## src/rtl/reset_seq_pkg.sv

```systemverilog
// Shared constants and types for the CPU reset sequencer: state encoding,
// default sequence lengths and the reset-kind type.
package reset_seq_pkg;

    localparam int CNT_W   = 8;
    localparam int STATE_W = 2;

    localparam int RST_LEN_DEF      = 16;
    localparam int SETTLE_LEN_DEF   = 4;
    localparam int HOLD_TIMEOUT_DEF = 255;

    localparam logic [STATE_W-1:0] ST_IDLE   = 2'd0;
    localparam logic [STATE_W-1:0] ST_HOLDW  = 2'd1;
    localparam logic [STATE_W-1:0] ST_ASSERT = 2'd2;
    localparam logic [STATE_W-1:0] ST_SETTLE = 2'd3;

    typedef enum logic {
        KIND_COLD = 1'b0,
        KIND_WARM = 1'b1
    } seq_kind_e;

    // A cold reset re-enables the boot ROM; a warm (BLK+SBR) reset keeps it out of the map.
    function automatic logic rom_disable_for(input seq_kind_e kind);
        return (kind == KIND_WARM);
    endfunction

endpackage

```

## src/rtl/ce_tick_counter.sv

```systemverilog
// Counts cpu_ce ticks while enabled and flags the tick that reaches term_len.
// Shared by the ASSERT and SETTLE phases; cleared on every state entry.
module ce_tick_counter
    import reset_seq_pkg::*;
(
    input  logic             clk,
    input  logic             reset_n,
    input  logic             clear,
    input  logic             enable,
    input  logic             ce,
    input  logic [CNT_W-1:0] term_len,
    output logic             done
);

    logic [CNT_W-1:0] count_q;
    logic [CNT_W-1:0] count_d;

    always_comb begin
        count_d = count_q;
        if (clear) begin
            count_d = '0;
        end else if (enable && ce) begin
            count_d = count_q + CNT_W'(1);
        end
    end

    // done marks the edge that samples the term_len-th tick, not the one after it.
    assign done = enable && ce && (count_q == term_len - CNT_W'(1));

    always_ff @(posedge clk or negedge reset_n) begin
        if (!reset_n) begin
            count_q <= '0;
        end else begin
            count_q <= count_d;
        end
    end

endmodule

```

## src/rtl/reset_seq_ctl.sv

```systemverilog
// CPU reset sequencer: request a bus hold, wait for HLDA (or time out), pulse
// the CPU reset for RST_LEN ticks, then keep the bus held for SETTLE_LEN ticks.
module reset_seq_ctl
    import reset_seq_pkg::*;
#(
    parameter int RST_LEN      = RST_LEN_DEF,
    parameter int SETTLE_LEN   = SETTLE_LEN_DEF,
    parameter int HOLD_TIMEOUT = HOLD_TIMEOUT_DEF
) (
    input  logic clk,
    input  logic reset_n,
    input  logic cpu_ce,
    input  logic req_cold,
    input  logic req_warm,
    input  logic req_hold,
    input  logic hold_ack,
    output logic o_hold,
    output logic o_cpu_reset,
    output logic o_disable_rom,
    output logic o_busy
);

    localparam logic [CNT_W-1:0] RST_LEN_C      = CNT_W'(RST_LEN);
    localparam logic [CNT_W-1:0] SETTLE_LEN_C   = CNT_W'(SETTLE_LEN);
    localparam logic [CNT_W-1:0] HOLD_TIMEOUT_C = CNT_W'(HOLD_TIMEOUT);

    logic [STATE_W-1:0] state_q, state_d;
    seq_kind_e          kind_q, kind_d;
    logic               pend_cold_q, pend_cold_d;
    logic               pend_warm_q, pend_warm_d;
    logic               cold_prev_q, cold_prev_d;
    logic               warm_prev_q, warm_prev_d;
    logic [CNT_W-1:0]   hold_cnt_q, hold_cnt_d;
    logic               o_hold_q, o_hold_d;
    logic               o_cpu_reset_q, o_cpu_reset_d;
    logic               o_disable_rom_q, o_disable_rom_d;
    logic               o_busy_q, o_busy_d;

    logic               cold_edge, warm_edge;
    logic               clr_cold, clr_warm;
    logic               state_entry;
    logic               tick_enable;
    logic [CNT_W-1:0]   tick_len;
    logic               tick_done;

    assign cold_edge   = req_cold && !cold_prev_q;
    assign warm_edge   = req_warm && !warm_prev_q;
    assign state_entry = (state_d != state_q);
    assign tick_enable = (state_q == ST_ASSERT) || (state_q == ST_SETTLE);
    assign tick_len    = (state_q == ST_ASSERT) ? RST_LEN_C : SETTLE_LEN_C;

    ce_tick_counter u_tick (
        .clk      (clk),
        .reset_n  (reset_n),
        .clear    (state_entry),
        .enable   (tick_enable),
        .ce       (cpu_ce),
        .term_len (tick_len),
        .done     (tick_done)
    );

    always_comb begin
        state_d  = state_q;
        kind_d   = kind_q;
        clr_cold = 1'b0;
        clr_warm = 1'b0;

        case (state_q)
            ST_IDLE: begin
                // Cold wins over warm and swallows a warm request raised alongside it.
                if (pend_cold_q) begin
                    state_d  = ST_HOLDW;
                    kind_d   = KIND_COLD;
                    clr_cold = 1'b1;
                    clr_warm = 1'b1;
                end else if (pend_warm_q) begin
                    state_d  = ST_HOLDW;
                    kind_d   = KIND_WARM;
                    clr_warm = 1'b1;
                end
            end
            ST_HOLDW: begin
                // A CPU that never grants HLDA is reset anyway once the wait expires.
                if (hold_ack || (hold_cnt_q == HOLD_TIMEOUT_C - CNT_W'(1))) begin
                    state_d = ST_ASSERT;
                end
            end
            ST_ASSERT: begin
                if (tick_done) begin
                    state_d = ST_SETTLE;
                end
            end
            ST_SETTLE: begin
                if (tick_done) begin
                    state_d = ST_IDLE;
                end
            end
            default: begin
                state_d = ST_IDLE;
            end
        endcase

        // A fresh edge re-arms a flag even on the cycle its older request is accepted.
        pend_cold_d = (pend_cold_q && !clr_cold) || cold_edge;
        pend_warm_d = (pend_warm_q && !clr_warm) || warm_edge;
        cold_prev_d = req_cold;
        warm_prev_d = req_warm;

        hold_cnt_d = '0;
        if (!state_entry && (state_q == ST_HOLDW)) begin
            hold_cnt_d = hold_cnt_q + CNT_W'(1);
        end

        o_disable_rom_d = o_disable_rom_q;
        if ((state_q == ST_HOLDW) && (state_d == ST_ASSERT)) begin
            o_disable_rom_d = rom_disable_for(kind_q);
        end

        // Outputs are decoded from the next state so they line up with state_q after the edge.
        o_hold_d      = (state_d == ST_IDLE) ? req_hold : 1'b1;
        o_cpu_reset_d = (state_d == ST_ASSERT);
        o_busy_d      = (state_d != ST_IDLE);
    end

    always_ff @(posedge clk or negedge reset_n) begin
        if (!reset_n) begin
            state_q         <= ST_IDLE;
            kind_q          <= KIND_COLD;
            pend_cold_q     <= 1'b0;
            pend_warm_q     <= 1'b0;
            cold_prev_q     <= 1'b0;
            warm_prev_q     <= 1'b0;
            hold_cnt_q      <= '0;
            o_hold_q        <= 1'b0;
            o_cpu_reset_q   <= 1'b0;
            o_disable_rom_q <= 1'b0;
            o_busy_q        <= 1'b0;
        end else begin
            state_q         <= state_d;
            kind_q          <= kind_d;
            pend_cold_q     <= pend_cold_d;
            pend_warm_q     <= pend_warm_d;
            cold_prev_q     <= cold_prev_d;
            warm_prev_q     <= warm_prev_d;
            hold_cnt_q      <= hold_cnt_d;
            o_hold_q        <= o_hold_d;
            o_cpu_reset_q   <= o_cpu_reset_d;
            o_disable_rom_q <= o_disable_rom_d;
            o_busy_q        <= o_busy_d;
        end
    end

    assign o_hold        = o_hold_q;
    assign o_cpu_reset   = o_cpu_reset_q;
    assign o_disable_rom = o_disable_rom_q;
    assign o_busy        = o_busy_q;

endmodule
```

## config.mk

```make
export PLATFORM = sky130hd
export DESIGN_NAME = reset_seq_ctl
export DESIGN_NICKNAME = d
export VERILOG_FILES = /design/src/rtl/reset_seq_pkg.sv /design/src/rtl/ce_tick_counter.sv /design/src/rtl/reset_seq_ctl.sv
export SDC_FILE = /design/constraint.sdc
export NUM_CORES = 1
export LEC_CHECK = 0
export CAP_MARGIN = 20
export CORE_ASPECT_RATIO = 0.75
export CORE_MARGIN = 3
export CORE_UTILIZATION = 55
export DETAILED_ROUTE_END_ITERATION = 8
export DONT_BUFFER_PORTS = 1
export PLACE_DENSITY = 0.77
export SLEW_MARGIN = 5
export SYNTH_ARGS = -nofsm -noshare
export SYNTH_HDL_FRONTEND = slang
export SYNTH_SLANG_ARGS = --single-unit
```

## constraint.sdc

```tcl
create_clock -name clk -period 2.3 [get_ports clk]
set_input_delay 0 -clock clk [delete_from_list [all_inputs] [get_ports clk]]
set_output_delay 0 -clock clk [all_outputs]
set_load 0.05 [all_outputs]
```

; ---- Word level (Yosys, flattened, before mapping)
; Cells that the tools add are included.
[word_totals]
ff_bits = 27
latch_bits = 0
ram_bits = 0
romBits = 0
input_bits = 7
output_inout_bits = 4
word_cells = 63
memories = 0
[classes]
addsub = 3
mul = 0
n_div = 0
order_cmp = 0
n_eq_ne = 7
shifts = 0
mux = 18
bitwise = 0
reduce_logical = 23
[ops]
columns = op, count
row1 = 8-bit two-way mux, 3
row2 = "8-bit by 1-bit adder with 8-bit output, second input constant", 2
row3 = 2-bit two-way mux, 5
row4 = 8-bit equality test, 1
row5 = "8-bit equality test, second input constant", 1
row6 = 1-bit logical AND, 8
row7 = 1-bit two-way mux, 8
row8 = 2-bit case mux with 4 select lines, 1
row9 = "2-bit equality test, second input constant", 3
row10 = 2-bit nonzero test, 3
row11 = "5-bit by 1-bit subtractor with 6-bit output, second input constant", 1
row12 = 1-bit zero test, 5
row13 = 5-bit two-way mux, 1
row14 = 2-bit zero test, 2
row15 = 1-bit logical OR, 4
row16 = "2-bit by 1-bit equality test with 1-bit output, second input constant", 1
row17 = 2-bit != test, 1
row18 = 2-bit AND reduction, 1

; ---- Logic depth before layout (Yosys ltp)
; Gate-level depths: netlist (run 1).
[logic_depth]
ltp_word = 11
ltp_mapped = 6
ltp_nobuf = 5

; ---- Modules after synthesis
; A second synthesis (run 1) with hierarchy kept.
[unflattened]
hier_cells = 150
hier_area_um2 = 1453.9
[by_module_without_submodules]
columns = module, instances, cells_each, area_per_inst_um2, seq_area_each_um2
row1 = reset_seq_ctl, 1, 78, 825.8, 475.5
row2 = ce_tick_counter, 1, 72, 628.1, 200.2

; ---- Worst setup path before layout (run 1)
; Ideal clock, no wire load.
[synth_timing]
path_kind = register to register
startpoint = reg u_tick.count_q[0]
endpoint = reg u_tick.count_q[0]
setup_ns = 0.138
t_arrival_ns = 1.319
t_required_ns = 2.162
slack_ns = 0.844
path_stages_with_launch = 6
synth_period_minus_slack_ns = 1.456
path_cell_list = dfrtp_1 > ha_1 > nand3_2 > nand2b_2 > a211oi_4 > nor3_1
[synth_via]
elab_chain_cells = 6
elab_cells_between_ends = 10
classes_between = add/sub (1) / eq/ne (2) / mux (5) / reduce/logical (2)
[synth_rtl]
columns = item, line
row1 = from (decl), ce_tick_counter.sv:15  ; logic [CNT_W-1:0] count_q;
row2 = from (signal assigned), ce_tick_counter.sv:34  ; count_q <= count_d;
row3 = 8-bit equality test, ce_tick_counter.sv:28  ; assign done = enable && ce && (count_q == term_len - CNT_W'(1));
row4 = 1-bit logical AND, ce_tick_counter.sv:28
row5 = 2-bit two-way mux (on tied branches), "reset_seq_ctl.sv:94, reset_seq_ctl.sv:89"
row6 = 2-bit case mux with 4 select lines, reset_seq_ctl.sv:68  ; case (state_q)
row7 = 2-bit != test, reset_seq_ctl.sv:48  ; assign state_entry = (state_d != state_q);
row8 = 8-bit two-way mux or 2-bit nonzero test (tied branches), -
; Several ways; a longest one is shown, not always the timed one. The select of a mux whose other input is x is not followed.
; A chain may end at the register's enable or synchronous reset.

; ---- Worst setup path after layout (run 1)
[layout_timing]
startpoint = reg state_q[1]
endpoint = reg u_tick.count_q[0]
[layout_via]
elab_chain_cells = 9
elab_cells_between_ends = 19
classes_between = add/sub (1) / eq/ne (5) / mux (8) / reduce/logical (5)
[layout_rtl]
columns = item, line
row1 = from (decl), reset_seq_ctl.sv:27  ; logic [STATE_W-1:0] state_q, state_d;
row2 = from (signal assigned), reset_seq_ctl.sv:139  ; state_q <= state_d;
row3 = 2-bit equality test, "reset_seq_ctl.sv:49, reset_seq_ctl.sv:50, reset_seq_ctl.sv:68"
row4 = 5-bit two-way mux, reset_seq_ctl.sv:50  ; assign tick_len = (state_q == ST_ASSERT) ? RST_LEN_C : SETTLE_LEN_C;
row5 = 5-bit by 1-bit subtractor with 6-bit output, ce_tick_counter.sv:28
row6 = 8-bit equality test, ce_tick_counter.sv:28
row7 = 1-bit logical AND, ce_tick_counter.sv:28
row8 = 2-bit two-way mux (on tied branches), "reset_seq_ctl.sv:94, reset_seq_ctl.sv:89"
row9 = 2-bit case mux with 4 select lines, reset_seq_ctl.sv:68
row10 = 2-bit != test, reset_seq_ctl.sv:48
row11 = 8-bit two-way mux or 2-bit nonzero test (tied branches), -
; Several ways; a longest one is shown, not always the timed one.

==> results of run 1 <==
[layer usage]
layer  global-route usage (%)  vias to the layer above
li1                         -                      424
met1                     25.1                      429
met2                     24.7                       14
met3                     5.09                        2
met4                     4.40                        0
met5                        0                        -
[state kept, by name (all words and copies together), names as in the netlist]
register	flops
hold_cnt_q	8
u_tick.count_q	8
o_disable_rom	1
state_q	2
warm_prev_q	1
o_busy	1
pend_warm_q	1
cold_prev_q	1
kind_q	1
o_hold	1
o_cpu_reset	1
pend_cold_q	1
[through the flow]
stage / setup WS (ns) / instances / utilization (%)
6_report: 0.454 / 156 / 67.3
2_1_floorplan: 0.844 / 118 / -
3_5_place_dp: 0.449 / 145 / 62.4
3_3_place_gp: 0.571 / 145 / 62.4
5_1_grt: 0.308 / 156 / 67.3
4_1_cts: 0.455 / 156 / 67.3
[power groups by stage]
stage | sequential (mW) | combinational, mW | clock [mW]
CTS | 0.833 | 0.397 | 0.203
floorplan | 0.748 | 0.406 | 0
global route | 0.853 | 0.448 | 0.229
detailed placement | 0.844 | 0.372 | 0
global placement | 0.836 | 0.355 | 0
finish | 0.835 | 0.394 | 0.198
[critical path, cell delays in order, from the launching register on]
cell and delay (ns):
dfrtp_1 0.66, nand3_2 0.20, nand2b_2 0.29, a211oi_4 0.46, nor3_1 0.12
[final cells by class]
type | count | area (µm²)
inverters | 5 | 18.8
flip-flops and latches | 27 | 676
well taps | 32 | 40.0
clock buffers | 4 | 26.3
fillers | 188 | 704
repair buffers | 7 | 80.1
multi-input cells | 81 | 609
[placed cells by master, fill, tap and decap left out, types with 2 or more instances in the layout]
master and instances:
dfrtp_1 27, xor2_1 10, nor2_2 8, nor3_1 7, nor2_1 6, dlygate4sd3_1 6, nand2_1 5, inv_1 5
nand3_1 5, o21ai_1 4, a21oi_1 3, xnor2_1 3, nand4_1 3, ha_1 3, clkbuf_4 3, or2_1 2
[logic make-up after synthesis]
kind of cell / synth area share [%]
compound gates: 10.8
xor+xnor: 8.53
fa+ha+maj: 2.81
buf+inv: 3.75
flops: 50.6
mux: 2.44
simple gates: 21.1
[path summary, 6_finish.rpt]
kind | to | cells past startpoint
max in group asynchronous | pend_cold_q | 2
min in group asynchronous | u_tick.count_q[4] | 2
hold reg to reg | pend_cold_q | 1
setup reg to reg | u_tick.count_q[0] | 4
setup / recovery | u_tick.count_q[0] | 4
hold / removal | u_tick.count_q[2] | 3
==> results_dict.tcl, run 1 <==
set metrics [dict create \
    synth_area_leader_cell "dfrtp_1" \
    post_drt_wl_per_cell_um 15.1 \
    crit_path_end_kind "flop" \
    drt_iter0_markers 39 \
    area_growth_pct 8.62 \
    cts_tree "done" \
    clockBufferDepth 2 \
    setup_violations 0 \
    power.leakage_nw 0.592 \
    numClockSinks 27 \
    vdd_drop_max_uv 648 \
    die_height_um 48.7 \
    cts.clk_slew.worst_paths_ns 0.14 \
    vias 869 \
    antennaDiodeCount 0 \
    total_power_mw 1.43 \
    async_flop_share_pct 100 \
    via_per_inst 5.57 \
    final_area_um2 1450 \
    m1WireLength_um 1200 \
    p_int_uw 842 \
    ys_seq_area_share_pct 50.6 \
    route.detailed.drc 0 \
    die_w_um 62.9 \
    criticalPathCategory "flop to flop" \
    synth.avg_cell_area_um2 11.3 \
    start_util_pct 62.0 \
    grt_max_degree 28 \
    worst_pin_slew_ns 0.476 \
    hpwlAfterDp_um 1650 \
    cts_root_buf "clkbuf_4" \
    maxSlewViolCount 0 \
    numPortBuffers 0 \
    grt.overflow.total 0 \
    synth-seq-cells 27 \
    cts_buffers 3 \
    core_area_um2 2150 \
    cts_resized 0 \
    p_seq_share_pct 58.5 \
    period_needed_ns 1.85 \
    tns_ns 0 \
    hp-start "cpu_ce" \
    postCtsSetupBuffers 0 \
    p_clk_share_pct 13.8 \
    max_freq_ghz 0.542 \
    max_cap_violations 0 \
    syn-num-nets 128 \
    drt-total-wl_um 2360 \
    syn_inst 118 \
    place_area_um2 1340 \
    clock_latency_ns 0.32 \
    synth-edff-count 0 \
    switching_share_pct 41.0 \
    ioPinCount 11 \
    met2_wirelength_um 1060 \
    synth_warnings 0 \
    r2r_start "state_q[1]" \
    arrival_ns 2.04 \
    synth.most_common_cell "dfrtp_1" \
    highest_layer "met4" \
    nets 135 \
    synth_area_leaders "dfrtp_1 51%, xor2_1 6.6%, nor2_2 3.7%" \
    gp_congestion 0.896 \
    slew_headroom_pct 68.3 \
    crit_required_ns 2.50 \
    grt_pass1_wl_um 4110 \
    cp_max_fo 14 \
    critPathLaunchType "flop" \
    power_density_nw_per_um2 984 \
    antenna_found_initial 0 \
    yosys.cell_types.count 39 \
    run_status "finished clean" \
    ff2ff_setup_slack_ns 0.45 \
    grt_pass1_vias 845 \
    synth_area_um2 1340 \
    holdWs_ns 0.0154 \
    drive_gt1_share_pct 17.7 \
    ant_nets 0 \
    hold_viol 0 \
    combinationalPowerShare_pct 27.6 \
    power.switching_uw 585 \
    drtPass1Iterations 4 \
    cts_max_level 1 \
    netlist_top_cells_count "27 x dfrtp_1, 10 x xor2_1, 8 x nor2_2" \
    crit_start "state_q[1]" \
    die-area_um2 3060 \
    cts_hold_buf 7 \
    grt_usage_pct 17.2 \
    period_share_pct 80.3 \
    route.met3.wl_um 100 \
    rsz0062_at_grt "no" \
    dominantRegCellSynth "dfrtp_1" \
    finClkSkew_ns 0.00917 \
    hold_class "primary input to flop" \
    rows 14 \
    synth_top_area_share_pct 50.6 \
]
No activity file was read; power rests on OpenSTA's default activity.
==> inputs of run 2 (changes only) <==
Clock period 2.3 ns to 1.9 ns, I/O delays scaled along.
==> run 2 against run 1 <==
  * Register-to-register slack lost 0.23 ns
  * Critical path depth up 1
  * Utilization is 0.35 points higher
  * Flip-flop and latch count is the same
  * Sequential power is 19% higher
  * Via count up 3.0%
==> results_dict.tcl, run 2 (synthesis results as in run 1) <==
set metrics [dict create \
    numClockSinks 27 \
    cts_tree "done" \
    gp_congestion 0.882 \
    numPortBuffers 0 \
    hold_class "primary input to flop" \
    antennaDiodeCount 0 \
    p_int_mw 1.03 \
    place_area_um2 1350 \
    post_drt_wl_per_cell_um 14.5 \
    drive_gt1_share_pct 18.4 \
    die-area_um2 3060 \
    path_cells "ha_1 > nand3_2 > nand2b_2 > a211oi_4 > nor3_1" \
    critPathLaunchType "flop" \
    run_status "finished clean" \
    worst_pin_slew_ns 0.478 \
    cp_max_fo 8 \
    combinationalPowerShare_pct 29.4 \
    grt_max_degree 28 \
    antenna_found_initial 0 \
    criticalPathCategory "flop to flop" \
    hpwlAfterDp_um 1680 \
    grt_pass1_wl_um 4130 \
    power.switching_uw 722 \
    slew_headroom_pct 68.1 \
    crit_required_ns 2.11 \
    finClkSkew_ns 0.00164 \
    start_util_pct 62.0 \
    crit_family "simple AND/OR/NAND/NOR gates" \
    p_seq_share_pct 56.7 \
    period_share_pct 87.9 \
    cts_root_buf "clkbuf_4" \
    die_w_um 62.9 \
    nets 136 \
    fillers 173 \
    dp_slack_ns 0.256 \
    top_regs "hold_cnt_q: 8 flops, u_tick.count_q: 8 flops, state_q: 2 flops" \
    fin_cells 157 \
    grt_pass1_vias 900 \
    total_power_mw 1.76 \
    cts_max_level 1 \
    vdd_drop_max_uv 746 \
    grt_usage_pct 17.2 \
    drt-total-wl_um 2280 \
    p_clk_share_pct 13.9 \
    core_area_um2 2150 \
    rows 14 \
    ioPinCount 11 \
    vias 895 \
    cts.clk_slew.worst_paths_ns 0.13 \
    drtPass1Iterations 4 \
    final_cell_mix "27 x dfrtp_1, 10 x xor2_1, 8 x nor2_2" \
    slowest_delay_ns 0.43 \
    postCtsSetupBuffers 0 \
    route.detailed.drc 0 \
    clock_latency_ns 0.32 \
    final_area_um2 1460 \
    period_needed_ns 1.67 \
    power.leakage_nw 0.596 \
    setup_ws_ns 0.229 \
    setup_violations 0 \
    dp_cells 146 \
    via_per_inst 5.70 \
    holdWs_ns 0.0186 \
    arrival_ns 1.88 \
    cts_buffers 3 \
    maxSlewViolCount 0 \
    cts_hold_buf 7 \
    tns_ns 0 \
    switching_share_pct 41.2 \
    grt.overflow.total 0 \
    area_growth_pct 9.18 \
    final_util_pct 67.7 \
    max_cap_violations 0 \
    die_height_um 48.7 \
    clockBufferDepth 2 \
    power_density_nw_per_um2 1200 \
    max_freq_ghz 0.598 \
    rsz0062_at_grt "no" \
    hold_viol 0 \
    drt_iter0_markers 25 \
    crit_path_end_kind "flop" \
    ant_nets 0 \
    cts_resized 0 \
    cpMaxStageDelayCell "a211oi_4" \
    final_common_cell "dfrtp_1" \
    path_buf_inv 0 \
]
-- run 2: cell count changes in the layout (fill, tap and decap cells not counted) --
cell,change
buf_4,+1
-- run 2: worst reg2reg max path, delay by kind of cell, from the launching register on --
| kind | cells | cell delay [ns] |
|---|---|---|
| compound gates | 1 | 0.43 |
| fa+ha+maj | 1 | 0.18 |
| flops | 1 | 0.42 |
| simple gates | 3 | 0.52 |
-- run 2: final timing paths --
kind / start / end / slack, ns / cells past startpoint
max: u_tick.count_q[0] / u_tick.count_q[1] / 0.23 / 5
min: cpu_ce / u_tick.count_q[2] / 0.02 / 3
max reg2reg: u_tick.count_q[0] / u_tick.count_q[1] / 0.23 / 5
min reg2reg: warm_prev_q / pend_warm_q / 0.42 / 1
max in group asynchronous: reset_n / u_tick.count_q[2] / 1.65 / 2
min in group asynchronous: reset_n / u_tick.count_q[4] / 0.10 / 2
-- run 2: layer usage --
layer	vias up	wire, µm	GRT usage [%]	part of all wire (%)
li1	427	-	-	-
met1	449	1130	23.3	49
met2	16	1020	26.8	45
met3	3	117	6.25	5.1
met4	0	11	3.30	0.48
met5	-	0	0	0
-- run 2: area by class of cell --
| type | instances | area (µm²) | area share [%] |
|---|---|---|---|
| inverters | 5 | 18.8 | 1.29 |
| multi-input cells | 81 | 609 | 41.8 |
| repair buffers | 8 | 87.6 | 6.01 |
| clock buffers | 4 | 26.3 | 1.80 |
| well taps | 32 | 40.0 | 2.75 |
| flip-flops and latches | 27 | 676 | 46.4 |
-- run 2: power by group through the flow --
stage	Combinational [mW]	Clock [mW]	Sequential, mW
3_5_place_dp	0.491	0	1.00
5_1_grt	0.576	0.283	1.02
4_1_cts	0.520	0.254	0.990
6_report	0.516	0.244	0.996
3_3_place_gp	0.467	0	0.992
2_1_floorplan	0.492	0	0.905
==> inputs of run 3 (changes only) <==
--- a/config.mk
+++ b/config.mk
@@ -11,2 +11,3 @@
 export CORE_UTILIZATION = 55
+export CTS_CLUSTER_SIZE = 20
 export DETAILED_ROUTE_END_ITERATION = 8
==> constraint.sdc (replaced) <==
create_clock -name clk -period 1.9 [get_ports clk]
set_input_delay 0.095 -clock clk [delete_from_list [all_inputs] [get_ports clk]]
set_output_delay 0.095 -clock clk [all_outputs]
set_load 0.05 [all_outputs]
==> run 3 against run 2 <==
  * Flip-flop and latch count stayed put
  * Critical path depth stayed put
  * Non-clock buffer count is 2 lower
  * Clock-buffer cell count is the same
  * Via count fell by 1.8%
  * Fmax is 0.17% higher
==> results_dict.tcl, run 3 (synthesis results as in run 1) <==
set metrics [dict create \
    switching_share_pct 41.2 \
    setup_violations 0 \
    via_per_inst 5.67 \
    cts_tree "done" \
    combinationalPowerShare_pct 29.2 \
    grt_pass1_vias 892 \
    power_density_nw_per_um2 1220 \
    period_share_pct 87.8 \
    drtPass1Iterations 4 \
    max_cap_violations 0 \
    holdWs_ns 0.0723 \
    cts.clk_slew.worst_paths_ns 0.14 \
    critPathLaunchType "flop" \
    finClkSkew_ns 0.00236 \
    nets 134 \
    cts_root_buf "clkbuf_4" \
    period_needed_ns 1.67 \
    area_growth_pct 7.69 \
    hp-start "hold_ack" \
    start_util_pct 62.0 \
    worst_pin_slew_ns 0.477 \
    cp_max_fo 8 \
    crit_path_end_kind "flop" \
    gp_congestion 0.882 \
    run_status "finished clean" \
    final_cell_mix "27 x dfrtp_1, 10 x xor2_1, 8 x nor2_2" \
    clockBufferDepth 2 \
    power.switching_uw 722 \
    antennaDiodeCount 0 \
    cts_hold_buf 5 \
    vdd_drop_max_uv 747 \
    die_height_um 48.7 \
    p_seq_share_pct 56.7 \
    die-area_um2 3060 \
    maxSlewViolCount 0 \
    cts_buffers 3 \
    grt_max_degree 28 \
    drt-total-wl_um 2240 \
    criticalPathCategory "flop to flop" \
    ant_nets 0 \
    p_clk_share_pct 14.1 \
    crit_required_ns 2.11 \
    numPortBuffers 0 \
    clock_latency_ns 0.32 \
    fin_cells 155 \
    slew_headroom_pct 68.2 \
    drt_iter0_markers 24 \
    rows 14 \
    post_drt_wl_per_cell_um 14.4 \
    crit_start "u_tick.count_q[0]" \
    vias 879 \
    route.detailed.drc 0 \
    max_freq_ghz 0.599 \
    grt_usage_pct 17.0 \
    numClockSinks 27 \
    power.leakage_nw 0.587 \
    arrival_ns 1.88 \
    ioPinCount 11 \
    die_w_um 62.9 \
    tns_ns 0 \
    postCtsSetupBuffers 0 \
    p_int_mw 1.03 \
    grt.overflow.total 0 \
    drive_gt1_share_pct 18.7 \
    cts_resized 0 \
    antenna_found_initial 0 \
    core_area_um2 2150 \
    cts_max_level 1 \
    final_common_cell "dfrtp_1" \
    r2r_start "u_tick.count_q[0]" \
    top_regs "hold_cnt_q: 8 flops, u_tick.count_q: 8 flops, state_q: 2 flops" \
    hold_class "primary input to flop" \
    grt_pass1_wl_um 4080 \
    hpwlAfterDp_um 1680 \
    hold_viol 0 \
    rsz0062_at_grt "no" \
    dp_cells 146 \
]
-- run 3: changes by cell type in the layout (fill, tap and decap cells not counted), sizes merged --
cell / change
dlygate4sd3: -2
-- run 3: layout make-up --
type | instances | area, µm²
well taps | 32 | 40.0
clock buffers | 4 | 26.3
inverters | 5 | 18.8
repair buffers | 6 | 67.6
fillers | 175 | 717
flip-flops and latches | 27 | 676
multi-input cells | 81 | 609
-- run 3: worst paths after layout --
check / slack, ns / to / cells after the start
max: 0.23 / u_tick.count_q[1] / 5
min: 0.07 / state_q[0] / 3
max reg2reg: 0.23 / u_tick.count_q[1] / 5
min reg2reg: 0.42 / pend_warm_q / 1
max in group asynchronous: 1.56 / hold_cnt_q[3] / 2
min in group asynchronous: 0.19 / u_tick.count_q[3] / 2
-- run 3: per-stage QoR --
stage | util, % | setup slack (ns) | cell area (µm²) | power [mW]
after floorplan | - | 0.444 | 1340 | 1.40
after global placement | 62.7 | 0.321 | 1350 | 1.46
after detailed placement | 62.7 | 0.256 | 1350 | 1.49
after CTS | 66.7 | 0.228 | 1440 | 1.76
after global routing | 66.7 | 0.129 | 1440 | 1.88
final | 66.7 | 0.232 | 1440 | 1.75
-- run 3: worst max-delay path, cell delays in order (launching register included) --
cell and delay, ns:
dfrtp_1 0.42, ha_1 0.18, nand3_2 0.12, nand2b_2 0.28
a211oi_4 0.43, nor3_1 0.11
-- run 3: power groups by stage --
| stage | clock network (mW) | registers [mW] | logic [mW] |
|---|---|---|---|
| 3_5_place_dp | 0 | 1.00 | 0.491 |
| 3_3_place_gp | 0 | 0.992 | 0.467 |
| 6_report | 0.247 | 0.993 | 0.512 |
| 2_1_floorplan | 0 | 0.905 | 0.492 |
| 5_1_grt | 0.282 | 1.02 | 0.572 |
| 4_1_cts | 0.254 | 0.990 | 0.516 |
-- run 3: metal layers --
layer | global-route usage (%) | part of all wire (%) | vias up | wire length, µm
met3 | 6.25 | 4.6 | 3 | 103
met5 | 0 | 0 | - | 0
li1 | - | - | 421 | -
met2 | 25.9 | 46 | 14 | 1020
met4 | 3.30 | 0.49 | 0 | 11
met1 | 23.4 | 49 | 441 | 1100
